[config.mk]
export PLATFORM = sky130hd
export DESIGN_NAME = fpu_issue_ctrl
export DESIGN_NICKNAME = d
export VERILOG_FILES = /design/src/rtl/fpu_issue_ctrl.sv
export SDC_FILE = /design/constraint.sdc
export NUM_CORES = 1
export LEC_CHECK = 0
export CAP_MARGIN = 40
export CORE_AREA = 2 2 77 79
export DETAILED_ROUTE_END_ITERATION = 10
export DIE_AREA = 0 0 79 81
export PLACE_DENSITY = 0.73
export SLEW_MARGIN = 20
export SYNTH_ARGS = -nofsm -noshare
export SYNTH_HDL_FRONTEND = slang
export SYNTH_SLANG_ARGS = --single-unit
[constraint.sdc]
create_clock -name i_clk -period 1.9 [get_ports i_clk]
set_clock_uncertainty 0.15 [all_clocks]
set_input_delay 0.38 -clock i_clk [delete_from_list [all_inputs] [get_ports i_clk]]
set_output_delay 0.38 -clock i_clk [all_outputs]
set_load 0.005 [all_outputs]
[src/rtl/fpu_issue_ctrl.sv]
// Issue/response sequencer between EX and a multi-cycle FPU: pulses start, stalls the
// pipeline until done, holds the result for writeback, drains flushed ops and flags timeouts.
module fpu_issue_ctrl #(
  parameter int DATA_W         = 32,
  parameter int OP_W           = 5,
  parameter int TIMEOUT_CYCLES = 64
) (
  input  logic              i_clk,
  input  logic              i_rst_n,
  input  logic              i_valid_ex,
  input  logic              i_is_fp_multi,
  input  logic [OP_W-1:0]   i_alu_op,
  input  logic              i_flush,
  input  logic              i_fpu_done,
  input  logic [DATA_W-1:0] i_fpu_data,
  input  logic              i_wb_ready,
  output logic              o_fpu_start,
  output logic [OP_W-1:0]   o_fpu_op,
  output logic              o_stall,
  output logic [DATA_W-1:0] o_result,
  output logic              o_result_valid,
  output logic              o_timeout
);

  // One spare count value so a flush on the last WAIT cycle cannot wrap the counter in DRAIN.
  localparam int CNT_W = $clog2(TIMEOUT_CYCLES + 1);

  typedef enum logic [2:0] {
    S_IDLE  = 3'd0,
    S_START = 3'd1,
    S_WAIT  = 3'd2,
    S_RESP  = 3'd3,
    S_DRAIN = 3'd4
  } state_t;

  state_t           state_reg, state_next;
  logic [CNT_W-1:0] cnt_reg;
  logic             issue;
  logic             expired;

  assign issue   = i_valid_ex & i_is_fp_multi & ~i_flush;
  assign expired = (cnt_reg >= CNT_W'(TIMEOUT_CYCLES - 1));

  always_ff @(posedge i_clk or negedge i_rst_n) begin
    if (!i_rst_n) state_reg <= S_IDLE;
    else          state_reg <= state_next;
  end

  always_comb begin
    state_next = state_reg;
    case (state_reg)
      S_IDLE:  if (issue) state_next = S_START;
      S_START: state_next = i_flush ? S_DRAIN : S_WAIT;
      S_WAIT: begin
        // A flush landing on the done cycle has nothing left to drain.
        if (i_flush)                state_next = i_fpu_done ? S_IDLE : S_DRAIN;
        else if (i_fpu_done || expired) state_next = S_RESP;
      end
      S_RESP:  if (i_flush || i_wb_ready) state_next = S_IDLE;
      S_DRAIN: if (i_fpu_done || expired) state_next = S_IDLE;
      default: state_next = S_IDLE;
    endcase
  end

  always_comb begin
    o_fpu_start    = 1'b0;
    o_stall        = 1'b0;
    o_result_valid = 1'b0;
    case (state_reg)
      S_IDLE:  o_stall = issue;
      S_START: begin
        o_fpu_start = 1'b1;
        o_stall     = 1'b1;
      end
      S_WAIT:  o_stall = 1'b1;
      S_RESP: begin
        o_result_valid = 1'b1;
        o_stall        = ~i_wb_ready & ~i_flush;
      end
      // Only hold back another FP op; the FPU is still busy with the flushed one.
      S_DRAIN: o_stall = i_valid_ex & i_is_fp_multi;
      default: o_stall = 1'b0;
    endcase
  end

  always_ff @(posedge i_clk or negedge i_rst_n) begin
    if (!i_rst_n) begin
      cnt_reg   <= '0;
      o_fpu_op  <= '0;
      o_result  <= '0;
      o_timeout <= 1'b0;
    end else begin
      case (state_reg)
        S_IDLE:  if (issue) o_fpu_op <= i_alu_op;
        S_START: cnt_reg <= '0;
        S_WAIT: begin
          cnt_reg <= cnt_reg + CNT_W'(1);
          if (!i_flush) begin
            if (i_fpu_done) begin
              o_result <= i_fpu_data;
            end else if (expired) begin
              o_timeout <= 1'b1;
              o_result  <= '0;
            end
          end
        end
        S_DRAIN: begin
          cnt_reg <= cnt_reg + CNT_W'(1);
          if (!i_fpu_done && expired) o_timeout <= 1'b1;
        end
        default: ;
      endcase
    end
  end

endmodule

==> results of run 1 <==
[power by group through the flow]
| stage | Combinational [uW] | Clock, uW | Sequential (uW) |
|---|---|---|---|
| final | 1740 | 767 | 1610 |
| after global routing | 1870 | 824 | 1660 |
| after CTS | 1640 | 794 | 1590 |
| after detailed placement | 1550 | 0 | 1610 |
| after global placement | 1540 | 0 | 1600 |
| after floorplan | 535 | 0 | 1640 |
[worst paths after layout]
kind	start	endpoint	slack, ns	cells past startpoint
worst min register to register	o_timeout$_DFFE_PN0P_	o_timeout$_DFFE_PN0P_	0.34	1
worst min-delay path	o_timeout$_DFFE_PN0P_	o_timeout$_DFFE_PN0P_	0.34	1
worst max register to register	state_reg[2]$_DFFE_PN0P_	o_fpu_op[4]$_DFFE_PN0P_	-0.05	5
max in group asynchronous	i_rst_n	o_result[26]$_DFFE_PN0P_	0.63	3
worst max-delay path	state_reg[2]$_DFFE_PN0P_	o_stall	-0.05	5
min in group asynchronous	i_rst_n	o_result[20]$_DFFE_PN0P_	0.46	2
[placed cells by master (no fill, tap or decap), types with 3 or more instances in the layout]
| cell type | instances |
|---|---|
| a22o_1 | 34 |
| buf_2 | 4 |
| o21ai_0 | 4 |
| buf_4 | 31 |
| nor2_1 | 6 |
| nand2_1 | 5 |
| clkbuf_8 | 6 |
| xor2_1 | 4 |
| dfrtp_1 | 47 |
| buf_12 | 3 |
| mux2_4 | 5 |
| clkdlybuf4s50_1 | 78 |
| buf_6 | 6 |
[synthesized netlist by cell type]
| library cell | count |
|---|---|
| a211oi_1 | 2 |
| a21boi_0 | 2 |
| a21o_1 | 1 |
| a21oi_1 | 3 |
| a221oi_1 | 1 |
| a22o_1 | 34 |
| a31o_2 | 1 |
| a31oi_1 | 3 |
| a41oi_1 | 2 |
| and2_1 | 1 |
| and2b_1 | 1 |
| and3_1 | 2 |
| buf_2 | 3 |
| buf_4 | 4 |
| buf_6 | 2 |
| clkbuf_1 | 5 |
| dfrtp_1 | 48 |
| ha_1 | 1 |
| inv_1 | 2 |
| mux2_4 | 5 |
| nand2_1 | 7 |
| nand3_1 | 2 |
| nand4_1 | 2 |
| nor2_1 | 8 |
| nor2b_1 | 1 |
| nor3_1 | 2 |
| nor3b_1 | 2 |
| nor4_1 | 1 |
| o21ai_0 | 4 |
| o21ai_1 | 1 |
| o21bai_1 | 1 |
| o221ai_1 | 1 |
| o22ai_1 | 2 |
| o31ai_1 | 1 |
| or2_4 | 1 |
| or4_4 | 1 |
| xor2_1 | 4 |
[stage by stage]
stage | utilization [%] | hold WS [ns] | cell area, sq um | setup TNS (ns) | total power (uW)
final | 62.1 | 0.343 | 3520 | -0.280 | 4120
after CTS | 59.1 | 0.350 | 3350 | -0.492 | 4020
after floorplan | - | -0.0656 | 2050 | 0 | 2180
after global placement | 54.9 | 0.223 | 3120 | -8.57 | 3130
after detailed placement | 54.9 | 0.231 | 3120 | -8.25 | 3160
after global routing | 62.1 | 0.376 | 3520 | -1.15 | 4350
[cell families (layout without fill, tap and decap cells)]
logic type | Yosys count | in the layout | share of synthesized area (%)
AOI/OAI and AO/OA | 59 | 59 | 22.8
xor gates and xnor gates | 4 | 4 | 1.71
adders and majority gates | 1 | 1 | 0.612
buffers and inverters | 16 | 137 | 4.59
DFF | 48 | 48 | 58.7
muxes | 5 | 5 | 3.67
and+or+nand+nor | 31 | 31 | 7.95
[routing by layer]
layer,track usage (%),vias to the layer above,wire [microns]
li1,-,856,-
met1,23.4,911,2560
met2,25.8,85,2950
met3,4.00,8,437
met4,4.83,0,83
met5,0,-,0
[layout make-up]
type | instances | area [sq um]
clock buffer | 6 | 82.6
tap | 75 | 93.8
sequential | 48 | 1200
inverter | 2 | 7.51
clock inverter | 2 | 38.8
timing repair buffer | 127 | 1240
fill | 423 | 2150
multi-input combinational | 100 | 860
[what timing repair did]
item                                   4_1_cts  5_1_grt
buffers inserted                            11        3
pin swaps                                    7        8
resized for setup                           23       20
gates cloned                                 0        3
setup endpoints to repair                    8       39
endpoints found under the hold margin       19        0
hold buffers                                 1        0
==> run summary, run 1 <==
ratio of cells with drive above 1 in the final layout -> 27.4%
core box area -> 5680 sq um
CTS Sinks -> 48
insertion delay to the later sink of the worst-skew pair -> 0.29 ns
CTS Root Cell -> clkbuf_8
CTS Buf Count -> 5
H-tree levels -> 2
Clock Path Buffers -> 2
Iter 0 DRT Violations -> 77
CP top delay family -> flip-flops
switch share -> 27.6%
cell count after synthesis -> 164
slowest CP cell -> dfrtp_1
DRT Pass-1 Iters -> 5
final setup fails -> 6
Synth warnings -> 0
crit path max fanout -> 4
CP Capture Type -> output pin
#FFs+latches synth -> 48
CTS tree -> built
P&R area growth vs syn -> 72.2%
area leader, netlist -> dfrtp_1
final wirelength -> 6.03 mm
Final Worst Setup Slack -> -0.0499 ns
status -> complete, but fails checks
DIE HEIGHT -> 81 microns
vias in the first global route -> 1,703
initial antenna violation count -> 0
syn avg cell area -> 12.5 sq um
Fin. Hold Viols -> 0
ANT cells -> 0
share of the synthesized area in the top cell type -> 58.7%
Avg Vias per Cell -> 5.17
Synth cell types -> 37
Tmin final -> 1.95 ns
Leak -> 0.00163 uW
max reg flops -> 32
actual slew at the worst max-slew pin -> 0.516 ns
Die Span X -> 79 microns
Slew headroom -> 65.6%
WL per Instance -> 16.8 microns
Final Max Tran Viols -> 0
Rows -> 28
failing checks -> setup timing
Power Density -> 1170 nW/um^2
CP Class -> reg2out
IO Port Bufs -> 84
top cells by area, synth -> dfrtp_1, a22o_1, mux2_4, xor2_1, buf_4
sequential cell area fraction in the yosys report -> 58.7%
largest net degree at the start of global routing -> 33
unrepaired setup endpoints after global routing -> true
initial core utilization -> 36.0%
Period Utilization, post-route -> 103%
Comb power frac -> 42.3%
Die ar. -> 6400 sq um
DRC Markers -> 0
Net Sw Power -> 1140 uW
dpl cells -> 334
internal power -> 2980 uW
crit path DAT -> 1.42 ns
gpl congestion -> 0.865
Clock Power Share -> 18.6%
GRT overflow -> 0
Non-Filler Instances -> 360
Antenna Violating Nets Remaining -> 0
Tot GR Track Use -> 16.7%
Data required, critical path -> 1.37 ns
CP Buf/Inv Count -> 2
detailed-route via count -> 1,860
Reg power frac -> 39.1%
IO Count -> 85
post-synth net total -> 209
CP Launch Type -> flip-flop
CTS clk-pin slew, worst paths -> 0.09 ns
global-route wire length before repair -> 8.38 mm
f_max -> 513 MHz
CP cell instances -> buf_6, nor2_2, a21oi_2, o221ai_2, buf_2
Largest stage delay, worst path -> 0.41 ns
Peak VDD IR -> 598 uV
Hold Crit Class -> reg2reg
total of max-cap violations -> 0
dpl hpwl -> 3.52 mm
worst slack at placement -> -0.502 ns
Nets -> 329
Post-Syn Area -> 2050 sq um
Note: power is estimated with default switching activity, not from simulation.
==> run 2: changes to the inputs <==
--- a/config.mk
+++ b/config.mk
@@ -6,10 +6,9 @@
 export NUM_CORES = 1
 export LEC_CHECK = 0
 export CAP_MARGIN = 40
-export CORE_AREA = 2 2 77 79
+export CORE_AREA = 2 2 94 96
 export DETAILED_ROUTE_END_ITERATION = 10
-export DIE_AREA = 0 0 79 81
-export PLACE_DENSITY = 0.73
+export DIE_AREA = 0 0 96 98
 export SLEW_MARGIN = 20
 export SYNTH_ARGS = -nofsm -noshare
 export SYNTH_HDL_FRONTEND = slang
==> run summary, run 2 (synthesized netlist as in run 1, its figures left out) <==
ANT cells -> 0 (unchanged)
total of max-cap violations -> 0 (unchanged)
Iter 0 DRT Violations -> 44 (was 77)
WL per Instance -> 14.4 microns (was 16.8 microns)
vias in the first global route -> 1,674 (was 1,703)
unrepaired setup endpoints after global routing -> true (unchanged)
worst r2r path cells -> 5 (unchanged)
TNS Setup -> -0.342 ns (was -0.280 ns)
CTS Buf Count -> 5 (unchanged)
Avg Vias per Cell -> 4.51 (was 5.17)
dpl hpwl -> 3.64 mm (was 3.52 mm)
Nets -> 327 (was 329)
Fin. Hold Viols -> 0 (unchanged)
initial antenna violation count -> 0 (unchanged)
status -> complete, but fails checks (unchanged)
core box area -> 8470 sq um (was 5680 sq um)
gpl congestion -> 0.827 (was 0.865)
crit path DAT -> 1.99 ns (was 1.42 ns)
H-tree levels -> 2 (unchanged)
DRT Pass-1 Iters -> 4 (was 5)
Die Span X -> 96 microns (was 79 microns)
crit path capture -> o_fpu_op[3]$_DFFE_PN0P_ (was o_stall)
Period Utilization, post-route -> 103% (about the same)
dpl cells -> 366 (was 334)
largest net degree at the start of global routing -> 49 (was 33)
Data required, critical path -> 1.93 ns (was 1.37 ns)
Tot GR Track Use -> 11.1% (was 16.7%)
WHS Path Cells -> 1 (unchanged)
Final Max Tran Viols -> 0 (unchanged)
CP Class -> reg2reg (was reg2out)
DIE HEIGHT -> 98 microns (was 81 microns)
Slew headroom -> 77.5% (was 65.6%)
Peak VDD IR -> 466 uV (was 598 uV)
Die ar. -> 9410 sq um (was 6400 sq um)
Non-Filler Instances -> 391 (was 360)
Rows -> 34 (was 28)
commonest non-fill, non-tap cell in the layout -> clkdlybuf4s50_1 (unchanged)
initial core utilization -> 24.2% (was 36.0%)
DRC Markers -> 0 (unchanged)
P&R area growth vs syn -> 71.6% (was 72.2%)
Power Density -> 1180 nW/um^2 (was 1170 nW/um^2)
CTS Sinks -> 48 (unchanged)
CP Launch Type -> flip-flop (unchanged)
reg2reg setup slack -> -0.06 ns (was -0.05 ns)
ratio of cells with drive above 1 in the final layout -> 23.7% (was 27.4%)
Final Worst Setup Slack -> -0.0602 ns (was -0.0499 ns)
GRT overflow -> 0 (unchanged)
failing checks -> setup timing (unchanged)
crit path max fanout -> 5 (was 4)
CTS Root Cell -> clkbuf_8 (unchanged)
Tmin final -> 1.96 ns (was 1.95 ns)
final setup fails -> 6 (unchanged)
CTS clk-pin slew, worst paths -> 0.09 ns (about the same)
Critical Path Start -> state_reg[2]$_DFFE_PN0P_ (unchanged)
Clock Path Buffers -> 2 (unchanged)
Hold Crit Class -> reg2reg (unchanged)
Antenna Violating Nets Remaining -> 0 (unchanged)
f_max -> 510 MHz (was 513 MHz)
insertion delay to the later sink of the worst-skew pair -> 0.30 ns (was 0.29 ns)
global-route wire length before repair -> 8.27 mm (was 8.38 mm)
max reg flops -> 32 (unchanged)
reg2reg end -> o_fpu_op[3]$_DFFE_PN0P_ (was o_fpu_op[4]$_DFFE_PN0P_)
CP Capture Type -> flip-flop (was output pin)
Leak -> 0.00163 uW (about the same)
detailed-route via count -> 1,765 (was 1,860)
R2R Path Start -> state_reg[2]$_DFFE_PN0P_ (unchanged)
final wirelength -> 5.64 mm (was 6.03 mm)
actual slew at the worst max-slew pin -> 0.336 ns (was 0.516 ns)
worst slack at placement -> -0.478 ns (was -0.502 ns)
CTS tree -> built (unchanged)
IO Port Bufs -> 84 (unchanged)
IO Count -> 85 (unchanged)
Fillers -> 790 (was 423)
most frequent cells in the layout -> clkdlybuf4s50_1, dfrtp_1, a22o_1 (unchanged)
## run 2: what timing repair did
action | in CTS | in global routing
gates cloned | 0 | 3
pin swaps | 3 | 7
hold buffers | 1 | 0
hold endpoints to repair | 48 | 0
resized for setup | 13 | 12
setup buffers | 5 | 8
endpoints found under the setup margin | 8 | 40
## run 2: critical path: stages (launching register included)
cell and delay (ns):
dfrtp_1 0.41, buf_4 0.15, buf_6 0.11, or2_4 0.22, or4_4 0.48, mux2_4 0.32
## run 2: report_power, final
part | internal (uW) | leakage, uW | switching [uW]
logic | 1140 | 0.000942 | 530
clock network | 530 | 0.0000687 | 352
registers | 1380 | 0.000619 | 214
## run 2: layout make-up
type / count / area [sq um] / share of cell area (%)
timing repair buffer: 125 / 1230 / 35.1
sequential: 48 / 1200 / 34.3
multi-input combinational: 100 / 796 / 22.7
tap: 108 / 135 / 3.85
clock buffer: 5 / 68.8 / 1.96
clock inverter: 3 / 68.8 / 1.96
inverter: 2 / 7.51 / 0.214
## run 2: how the worst min path moves through the flow
stage,startpoint,end,slack (ns)
after floorplan,i_rst_n,cnt_reg[0]$_DFFE_PN0P_,-0.07
after global placement,i_rst_n,o_timeout$_DFFE_PN0P_,0.23
after detailed placement,i_rst_n,o_timeout$_DFFE_PN0P_,0.24
after CTS,o_timeout$_DFFE_PN0P_,o_timeout$_DFFE_PN0P_,0.34
after global routing,o_result[31]$_DFFE_PN0P_,o_result[31]$_DFFE_PN0P_,0.37
final,o_timeout$_DFFE_PN0P_,o_timeout$_DFFE_PN0P_,0.34
## run 2: per-stage QoR
step	util [%]	area (sq um)	hold slack (ns)	total power [uW]
finish	41.5	3510	0.336	4140
CTS	39.6	3350	0.345	4110
floorplan	-	2050	-0.0656	2180
detailed placement	37.2	3150	0.238	3160
global route	41.5	3510	0.370	4400
global placement	37.2	3150	0.235	3150
## run 2: routing by layer
layer / global-route usage (%) / part of all wire [%]
met1: 14.8 / 46
met2: 17.8 / 49
met3: 3.32 / 4.9
met4: 2.31 / 0.35
met5: 0 / 0
==> run 3: changes to the inputs <==
--- a/config.mk
+++ b/config.mk
@@ -9,6 +9,7 @@
 export CORE_AREA = 2 2 94 96
 export DETAILED_ROUTE_END_ITERATION = 10
 export DIE_AREA = 0 0 96 98
+export MAX_ROUTING_LAYER = met4
 export SLEW_MARGIN = 20
 export SYNTH_ARGS = -nofsm -noshare
 export SYNTH_HDL_FRONTEND = slang
==> run summary, run 3 (synthesized netlist as in run 1, its figures left out) <==
status -> complete, but fails checks (unchanged)
failing checks -> setup timing (unchanged)
hold path endpoint -> o_timeout$_DFFE_PN0P_ (unchanged)
actual slew at the worst max-slew pin -> 0.336 ns (unchanged)
largest net degree at the start of global routing -> 49 (unchanged)
core box area -> 8470 sq um (unchanged)
Final Cell Area -> 3510 sq um (unchanged)
Data required, critical path -> 1.93 ns (about the same)
Hold Crit Class -> reg2reg (unchanged)
Nets -> 327 (unchanged)
min-delay src -> o_timeout$_DFFE_PN0P_ (unchanged)
Avg Vias per Cell -> 4.52 (was 4.51)
CP Class -> reg2reg (unchanged)
f_max -> 510 MHz (about the same)
CTS clk-pin slew, worst paths -> 0.09 ns (about the same)
most frequent cells in the layout -> clkdlybuf4s50_1, dfrtp_1, a22o_1 (unchanged)
Leak -> 0.00163 uW (unchanged)
multi-input logic area -> 796 sq um (unchanged)
insertion delay to the later sink of the worst-skew pair -> 0.30 ns (about the same)
Iter 0 DRT Violations -> 44 (unchanged)
Final Max Tran Viols -> 0 (unchanged)
WL per Instance -> 14.4 microns (about the same)
Tot GR Track Use -> 11.4% (was 11.1%)
final wirelength -> 5.64 mm (about the same)
Fillers -> 790 (unchanged)
CP Launch Type -> flip-flop (unchanged)
IO Count -> 85 (unchanged)
Period Utilization, post-route -> 103% (about the same)
Power Density -> 1180 nW/um^2 (about the same)
total of max-cap violations -> 0 (unchanged)
CTS Buf Count -> 5 (unchanged)
initial antenna violation count -> 0 (unchanged)
detailed-route via count -> 1,766 (was 1,765)
reg2reg setup slack -> -0.06 ns (about the same)
DRT Pass-1 Iters -> 4 (unchanged)
TNS Setup -> -0.341 ns (was -0.342 ns)
global-route wire length before repair -> 8.28 mm (was 8.27 mm)
Final Worst Setup Slack -> -0.0601 ns (was -0.0602 ns)
vias in the first global route -> 1,673 (was 1,674)
CP Capture Type -> flip-flop (unchanged)
H-tree levels -> 2 (unchanged)
Fin. Hold Viols -> 0 (unchanged)
Slew headroom -> 77.5% (unchanged)
FF/Latch Area -> 1200 sq um (unchanged)
CTS Sinks -> 48 (unchanged)
CTS Root Cell -> clkbuf_8 (unchanged)
crit path max fanout -> 5 (unchanged)
reg2reg end -> o_fpu_op[3]$_DFFE_PN0P_ (unchanged)
Rows -> 34 (unchanged)
WHS Path Cells -> 1 (unchanged)
total power -> 4140 uW (about the same)
initial core utilization -> 24.2% (unchanged)
GRT overflow -> 0 (unchanged)
ratio of cells with drive above 1 in the final layout -> 23.7% (unchanged)
P&R area growth vs syn -> 71.6% (unchanged)
DIE HEIGHT -> 98 microns (unchanged)
max reg flops -> 32 (unchanged)
Antenna Violating Nets Remaining -> 0 (unchanged)
Tmin final -> 1.96 ns (about the same)
IO Port Bufs -> 84 (unchanged)
crit path DAT -> 1.99 ns (about the same)
commonest non-fill, non-tap cell in the layout -> clkdlybuf4s50_1 (unchanged)
worst slack at placement -> -0.478 ns (unchanged)
Die Span X -> 96 microns (unchanged)
Clock Path Buffers -> 2 (unchanged)
placed inst area -> 3150 sq um (unchanged)
worst r2r path cells -> 5 (unchanged)
post-layout util -> 41.5% (unchanged)
dpl hpwl -> 3.64 mm (unchanged)
unrepaired setup endpoints after global routing -> true (unchanged)
Die ar. -> 9410 sq um (unchanged)
gpl congestion -> 0.839 (was 0.827)
final setup fails -> 6 (unchanged)
ANT cells -> 0 (unchanged)
CTS tree -> built (unchanged)
Peak VDD IR -> 466 uV (about the same)
DRC Markers -> 0 (unchanged)
R2R Path Start -> state_reg[2]$_DFFE_PN0P_ (unchanged)
[run 3: per-layer routing]
metal / global-route usage, % / up-vias / routed length (microns)
li1: - / 856 / -
met1: 14.9 / 860 / 2600
met2: 17.8 / 50 / 2770
met3: 3.24 / 0 / 271
met4: 2.31 / 0 / 0
met5: - / - / 0
[run 3: how the worst max path moves through the flow]
| stage | startpoint | to | depth (start not counted) |
|---|---|---|---|
| after floorplan | state_reg[2]$_DFFE_PN0P_ | o_fpu_op[0]$_DFFE_PN0P_ | 5 |
| after global placement | i_is_fp_multi | o_stall | 6 |
| after detailed placement | i_is_fp_multi | o_stall | 6 |
| after CTS | i_is_fp_multi | o_stall | 6 |
| after global routing | state_reg[2]$_DFFE_PN0P_ | o_stall | 5 |
| final | state_reg[2]$_DFFE_PN0P_ | o_fpu_op[3]$_DFFE_PN0P_ | 5 |
[run 3: through the flow]
step / hold WS, ns / cells
after floorplan: -0.0656 / 164
after global placement: 0.235 / 366
after detailed placement: 0.238 / 366
after CTS: 0.345 / 380
after global routing: 0.370 / 391
final: 0.336 / 391
[run 3: critical path, cell delays in order, from the launching register on]
cell and delay, ns:
dfrtp_1 0.41, buf_4 0.15, buf_6 0.11, or2_4 0.22, or4_4 0.48, mux2_4 0.32
[run 3: area by class of cell]
class | instances | share of cell area, %
repair buffers | 125 | 35.1
multi-input cells | 100 | 22.7
clock inverters | 3 | 1.96
inverters | 2 | 0.214
flip-flops and latches | 48 | 34.3
clock buffers | 5 | 1.96
well taps | 108 | 3.85
[run 3: timing repair]
action / in CTS / in global routing
gates resized for setup: 13 / 12
hold buffers: 1 / 0
endpoints found under the setup margin: 8 / 40
hold endpoints to repair: 48 / 0
cloned: 0 / 3
pin swaps: 3 / 7
buffers inserted: 5 / 8
[run 3: report_power, final]
group	total, uW	internal [uW]	switching [uW]
Combinational	1670	1140	530
Sequential	1600	1380	214
Clock	882	530	352
Total	4140	3050	1100
